File: src/rtl/bram_port_arbiter_pkg.sv
// Shared constants and types for the BRAM port arbiter.
// The BRAM port is a fixed 32-bit, 4-lane, unregistered-output primitive.
package bram_port_arbiter_pkg;

    localparam int BRAM_RD_LATENCY = 1;
    localparam int BYTE_LANES      = 4;
    localparam int DATA_W          = 32;

    typedef logic [DATA_W-1:0]     word_t;
    typedef logic [BYTE_LANES-1:0] byte_en_t;

endpackage

File: src/rtl/bram_port_arbiter_rr_picker.sv
// Rotating priority encoder: first set request at or above start, wrapping.
// Produces a one-hot grant, the binary index and an any-grant flag.
module bram_port_arbiter_rr_picker #(
    parameter int N  = 2,
    parameter int IW = 1
) (
    input  logic [N-1:0]  req,
    input  logic [IW-1:0] start,
    output logic [N-1:0]  grant,
    output logic [IW-1:0] idx,
    output logic          any
);

    localparam logic [IW:0] N_W = IW'(N);

    logic [2*N-1:0] req_dbl;
    logic [2*N-1:0] rot_wide;
    logic [N-1:0]   rot;
    logic [IW:0]    sum;

    // Rotate so that bit 0 of rot is the requester at start.
    assign req_dbl  = {req, req};
    assign rot_wide = req_dbl >> start;
    assign rot      = rot_wide[N-1:0];

    always_comb begin
        any = 1'b0;
        idx = '0;
        sum = '0;
        for (int i = 0; i < N; i++) begin
            if (!any && rot[i]) begin
                any = 1'b1;
                sum = {1'b0, start} + (IW+1)'(i);
                if (sum >= N_W) begin
                    sum = sum - N_W;
                end
                idx = sum[IW-1:0];
            end
        end
        grant = any ? (N'(1) << idx) : '0;
    end

endmodule

File: src/rtl/bram_port_arbiter.sv
// Round-robin arbiter sharing one BRAM port among NREQ requesters, with locked
// bursts capped at MAX_BURST grants and read responses one cycle after issue.
module bram_port_arbiter
    import bram_port_arbiter_pkg::*;
#(
    parameter int NREQ      = 2,
    parameter int AW        = 12,
    parameter int MAX_BURST = 16
) (
    input  logic                     clk,
    input  logic                     rst_n,
    input  logic [NREQ-1:0]          req_valid,
    input  logic [NREQ-1:0]          req_lock,
    input  logic [NREQ*AW-1:0]       req_addr,
    input  logic [NREQ*4-1:0]        req_we,
    input  logic [NREQ*32-1:0]       req_wdata,
    output logic [NREQ-1:0]          req_ready,
    output logic [NREQ-1:0]          rsp_valid,
    output logic [31:0]              rsp_rdata,
    output logic                     mem_clken,
    output logic [AW-1:0]            mem_addr,
    output logic [3:0]               mem_we,
    output logic [31:0]              mem_wdata,
    input  logic [31:0]              mem_rdata
);

    localparam int IW = $clog2(NREQ);
    localparam int BW = $clog2(MAX_BURST + 1);
    localparam logic [IW-1:0] LAST_IDX  = IW'(NREQ - 1);
    localparam logic [BW-1:0] BURST_MAX = BW'(MAX_BURST);

    logic [IW-1:0]   rr_ptr_reg,      rr_ptr_next;
    logic            owner_valid_reg, owner_valid_next;
    logic [IW-1:0]   owner_idx_reg,   owner_idx_next;
    logic [BW-1:0]   burst_cnt_reg,   burst_cnt_next;
    logic [NREQ-1:0] rsp_tag_reg,     rsp_tag_next;

    logic [AW-1:0]   addr_arr  [NREQ];
    byte_en_t        we_arr    [NREQ];
    word_t           wdata_arr [NREQ];
    logic [NREQ-1:0] eligible;

    logic [NREQ-1:0] grant;
    logic [IW-1:0]   win_idx;
    logic            grant_any;
    logic            win_lock;
    logic [IW-1:0]   win_ptr_inc;
    logic [BW-1:0]   burst_inc;

    // While a burst owns the port, everyone else is masked out.
    generate
        for (genvar gi = 0; gi < NREQ; gi++) begin : g_req
            assign addr_arr[gi]  = req_addr[gi*AW +: AW];
            assign we_arr[gi]    = req_we[gi*BYTE_LANES +: BYTE_LANES];
            assign wdata_arr[gi] = req_wdata[gi*DATA_W +: DATA_W];
            assign eligible[gi]  = req_valid[gi] &
                                   (!owner_valid_reg || (owner_idx_reg == IW'(gi)));
        end
    endgenerate

    bram_port_arbiter_rr_picker #(
        .N  (NREQ),
        .IW (IW)
    ) u_picker (
        .req   (eligible),
        .start (rr_ptr_reg),
        .grant (grant),
        .idx   (win_idx),
        .any   (grant_any)
    );

    assign win_lock    = req_lock[win_idx];
    assign win_ptr_inc = (win_idx == LAST_IDX) ? '0 : win_idx + 1'b1;
    assign burst_inc   = burst_cnt_reg + 1'b1;

    always_ff @(posedge clk or negedge rst_n) begin
        if (!rst_n) begin
            rr_ptr_reg      <= '0;
            owner_valid_reg <= 1'b0;
            owner_idx_reg   <= '0;
            burst_cnt_reg   <= '0;
            rsp_tag_reg     <= '0;
        end else begin
            rr_ptr_reg      <= rr_ptr_next;
            owner_valid_reg <= owner_valid_next;
            owner_idx_reg   <= owner_idx_next;
            burst_cnt_reg   <= burst_cnt_next;
            rsp_tag_reg     <= rsp_tag_next;
        end
    end

    always_comb begin
        rr_ptr_next      = rr_ptr_reg;
        owner_valid_next = owner_valid_reg;
        owner_idx_next   = owner_idx_reg;
        burst_cnt_next   = burst_cnt_reg;
        rsp_tag_next     = '0;
        if (grant_any) begin
            if (we_arr[win_idx] == '0) begin
                rsp_tag_next = grant;
            end
            // The grant that hits the cap ends the burst even with lock still high.
            if (win_lock && (burst_inc != BURST_MAX)) begin
                owner_valid_next = 1'b1;
                owner_idx_next   = win_idx;
                burst_cnt_next   = burst_inc;
            end else begin
                owner_valid_next = 1'b0;
                burst_cnt_next   = '0;
                rr_ptr_next      = win_ptr_inc;
            end
        end
    end

    always_comb begin
        req_ready = grant;
        mem_clken = grant_any;
        mem_addr  = grant_any ? addr_arr[win_idx]  : '0;
        mem_we    = grant_any ? we_arr[win_idx]    : '0;
        mem_wdata = grant_any ? wdata_arr[win_idx] : '0;
        rsp_valid = rsp_tag_reg;
        rsp_rdata = mem_rdata;
    end

endmodule

File: config.mk
export PLATFORM = sky130hd
export DESIGN_NAME = bram_port_arbiter
export DESIGN_NICKNAME = d
export VERILOG_FILES = /design/src/rtl/bram_port_arbiter_pkg.sv /design/src/rtl/bram_port_arbiter_rr_picker.sv /design/src/rtl/bram_port_arbiter.sv
export SDC_FILE = /design/constraint.sdc
export NUM_CORES = 1
export LEC_CHECK = 0
export CAP_MARGIN = 30
export CORE_ASPECT_RATIO = 0.75
export CORE_MARGIN = 10
export CORE_UTILIZATION = 25
export DETAILED_ROUTE_END_ITERATION = 10
export GPL_TIMING_DRIVEN = 0
export PLACE_DENSITY = 0.87
export SYNTH_ARGS = -nofsm -noshare
export SYNTH_HDL_FRONTEND = slang
export SYNTH_SLANG_ARGS = --single-unit
File: constraint.sdc
create_clock -name clk -period 5.7 [get_ports clk]
set_input_delay 0.855 -clock clk [delete_from_list [all_inputs] [get_ports clk]]
set_output_delay 0.855 -clock clk [all_outputs]
set_load 0.02 [all_outputs]
==> flow_summary_export.csv <==
group,metric,value,unit
sta,hold_viol_final,0,
clocking,holdBufCountCts,0,
synth,yosysTopAreaCellShare,0.275,
setup_path,critPathArrivalTime,3270,ps
setup_path,path_class,"input port to output pin",
floorplan,core,5440,µm²
synth,synth-async-reset-ratio,1.00,
setup_path,reg2reg_depth,6,
grt,grt_pass1_wl,12.8,mm
finish,drive_above_1_share,0.0938,
detailed_routing,dr.pass1.iters,4,
sta,min_period,4130,ps
synth,syn_nets,382,
grt,grt_max_degree,11,
sta,setup_viol,0,
floorplan,die-height,85.6,µm
setup_path,cp-startpoint,"req_valid[0]",
power,vdd_drop_max,0.145,mV
clocking,cts_resized,0,
synth,netlist_top_cells_count,"nand2_1, o21ai_0, buf_4",
place,hpwl,7.51,mm
clocking,post_cts_buffers,0,
synth,yosysWarningCount,0,
grt,grtUsageTotal,0.170,
synth,yosysMostFrequentCell,"nand2_1",
synth,synth_area_leader_cell,"nand2_1",
setup_path,startpoint_type,"input port",
synth,synthCells,247,
synth,yosys.cell_types.count,28,
synth,synth_edf_count,0,
clocking,cts_root_buf,"clkbuf_8",
floorplan,design.die.area,9190,µm²
worst_hold_path,hp-start,"rr_ptr_reg$_DFFE_PN0P_",
sta,period_share,0.724,
clocking,clock_sinks,10,
finish,largest_register_ffs,5,
status,status,"finished clean",
sta,slew_viol_final,0,
worst_hold_path,hp-class,"flip-flop to flip-flop",
detailed_routing,totalWireLength,8.50,mm
synth,syn_avg_cell_area,5.80,µm²
sta,worst_pin_slew,481,ps
power,leakage,1.44,nW
clocking,cts_tree,"done",
clocking,insertion_delay,240,ps
setup_path,r2r_start,"owner_valid_reg$_DFFE_PN0P_",
clocking,cts_buffers,3,
detailed_routing,dr_total_vias,2272,
grt,grt_pass1_vias,2474,
sta,rsz0062_at_grt,"false",
synth,ys.flop_type,"dfrtp_1",
place,place.port_buffers,186,
floorplan,die_w,107,µm
synth,synthesis.area,1430,µm²
detailed_routing,ant_nets,0,
floorplan,io_pins,219,
detailed_routing,drt-met1-wl,2.78,mm
finish,layout.nets,573,
sta,fin_setup_tns,0,ps
detailed_routing,wl_met3,1.17,mm
grt,grt_overflow,0,
synth,ys_seq_area_frac,0.175,
clocking,path_clk_slew,50,ps
floorplan,start_util,0.263,
worst_hold_path,hold_depth,1,
power,power_density,312,nW/µm²
synth,netlist_top_cells_area,"nand2_1, dfrtp_1, o21ai_0",
clocking,h-tree-depth,1,
sta,max-slew-margin-rel,0.679,
synth,synth_seq_cells,10,
flow_run,maxCapViolCount,0,
sta,finClkSkew,7.04,ps
grt,antenna_found_initial,0,
finish,layout-area-overhead-vs-synth,140,%
finish,fill_cells,461,
sta,max_freq,242,MHz
detailed_routing,dr_wl_met2,4.45,mm
power,power.total,1.07,mW
clocking,cts_buffer_depth,2,
setup_path,critPathCaptureType,"output pin",
place,gp_congestion,0.835,
detailed_routing,avgViaCountPerCell,4.44,
detailed_routing,drc,0,
detailed_routing,highest_layer,"met4",
detailed_routing,wire_per_inst,16.6,µm
floorplan,num_rows,23,
setup_path,crit_fanout,10,
setup_path,cp.required,4850,ps
finish,diodes,0,
detailed_routing,drtIter0Drc,45,
report_power, final:
group          internal [mW]  leakage [nW]  switching, mW
combinational          0.400          1.28          0.468
sequential            0.0925         0.131         0.0245
clock                 0.0608        0.0288         0.0287
total                  0.553          1.44          0.521
cells in the final DEF, fill, tap and decap left out, drive strengths merged:
cell	netlist	final
or4	2	2
nand4b	1	1
ha	1	1
nand3	3	3
nor2	2	2
xor2	2	2
clkdlybuf4s50	0	186
nand3b	1	1
nor3	2	2
mux2	1	1
or3b	1	1
clkbuf	15	19
a21oi	6	6
o21a	1	1
or3	1	1
inv	5	5
buf	33	33
o22a	1	1
mux2i	2	2
o21ai	49	49
a21boi	1	1
dfrtp	10	10
o2bb2ai	1	1
nand2b	1	1
nand2	105	105
cells by family after synthesis:
group,after synthesis,synth area share
AO/OA/AOI/OAI,59,0.215
XOR/XNOR,2,0.0122
adder cells (fa/ha/maj),1,0.00873
buffers and inverters,53,0.224
flip-flops,10,0.175
multiplexers,3,0.0245
AND/OR/NAND/NOR,119,0.341
path summary, 6_finish.rpt:
kind | slack, ps | endpoint
setup / recovery | 1570 | mem_wdata[21]
hold / removal | 520 | rr_ptr_reg$_DFFE_PN0P_
setup reg to reg | 3600 | owner_idx_reg$_DFFE_PN0P_
hold reg to reg | 520 | rr_ptr_reg$_DFFE_PN0P_
max in group asynchronous | 4470 | burst_cnt_reg[0]$_DFFE_PN0P_
min in group asynchronous | 920 | rr_ptr_reg$_DFFE_PN0P_
area by class of cell:
| class | count | area, µm² | area share |
|---|---|---|---|
| repair buffers | 186 | 1860 | 0.541 |
| multi-input cells | 184 | 862 | 0.250 |
| plain buffers | 48 | 302 | 0.0876 |
| flip-flops and latches | 10 | 250 | 0.0727 |
| well taps | 75 | 93.8 | 0.0273 |
| clock buffers | 4 | 55.1 | 0.0160 |
| inverters | 5 | 18.8 | 0.00545 |
stage by stage:
stage | hold WS (ps) | utilization | cells | cell area (µm²) | setup WS (ps)
CTS | 525 | 0.633 | 512 | 3440 | 1560
floorplan | 455 | - | 247 | 1430 | 2690
detailed placement | 504 | 0.623 | 508 | 3390 | 1560
global route | 531 | 0.633 | 512 | 3440 | 1400
global placement | 486 | 0.623 | 508 | 3390 | 1590
finish | 516 | 0.633 | 512 | 3440 | 1570
worst max-delay path, cell delays in order:
cell and delay, ps:
clkdlybuf4s50_1 500, or3b_1 370, nand3_2 170, clkbuf_1 390
nand2_1 100, o21ai_0 230, clkdlybuf4s50_1 650
per-layer routing:
layer  GRT usage  up-vias
met5           0        -
met4      0.0400        0
met3      0.0897        8
met2       0.324      120
met1       0.156      995
li1            -     1149
Note: power is estimated with default switching activity, not from simulation.
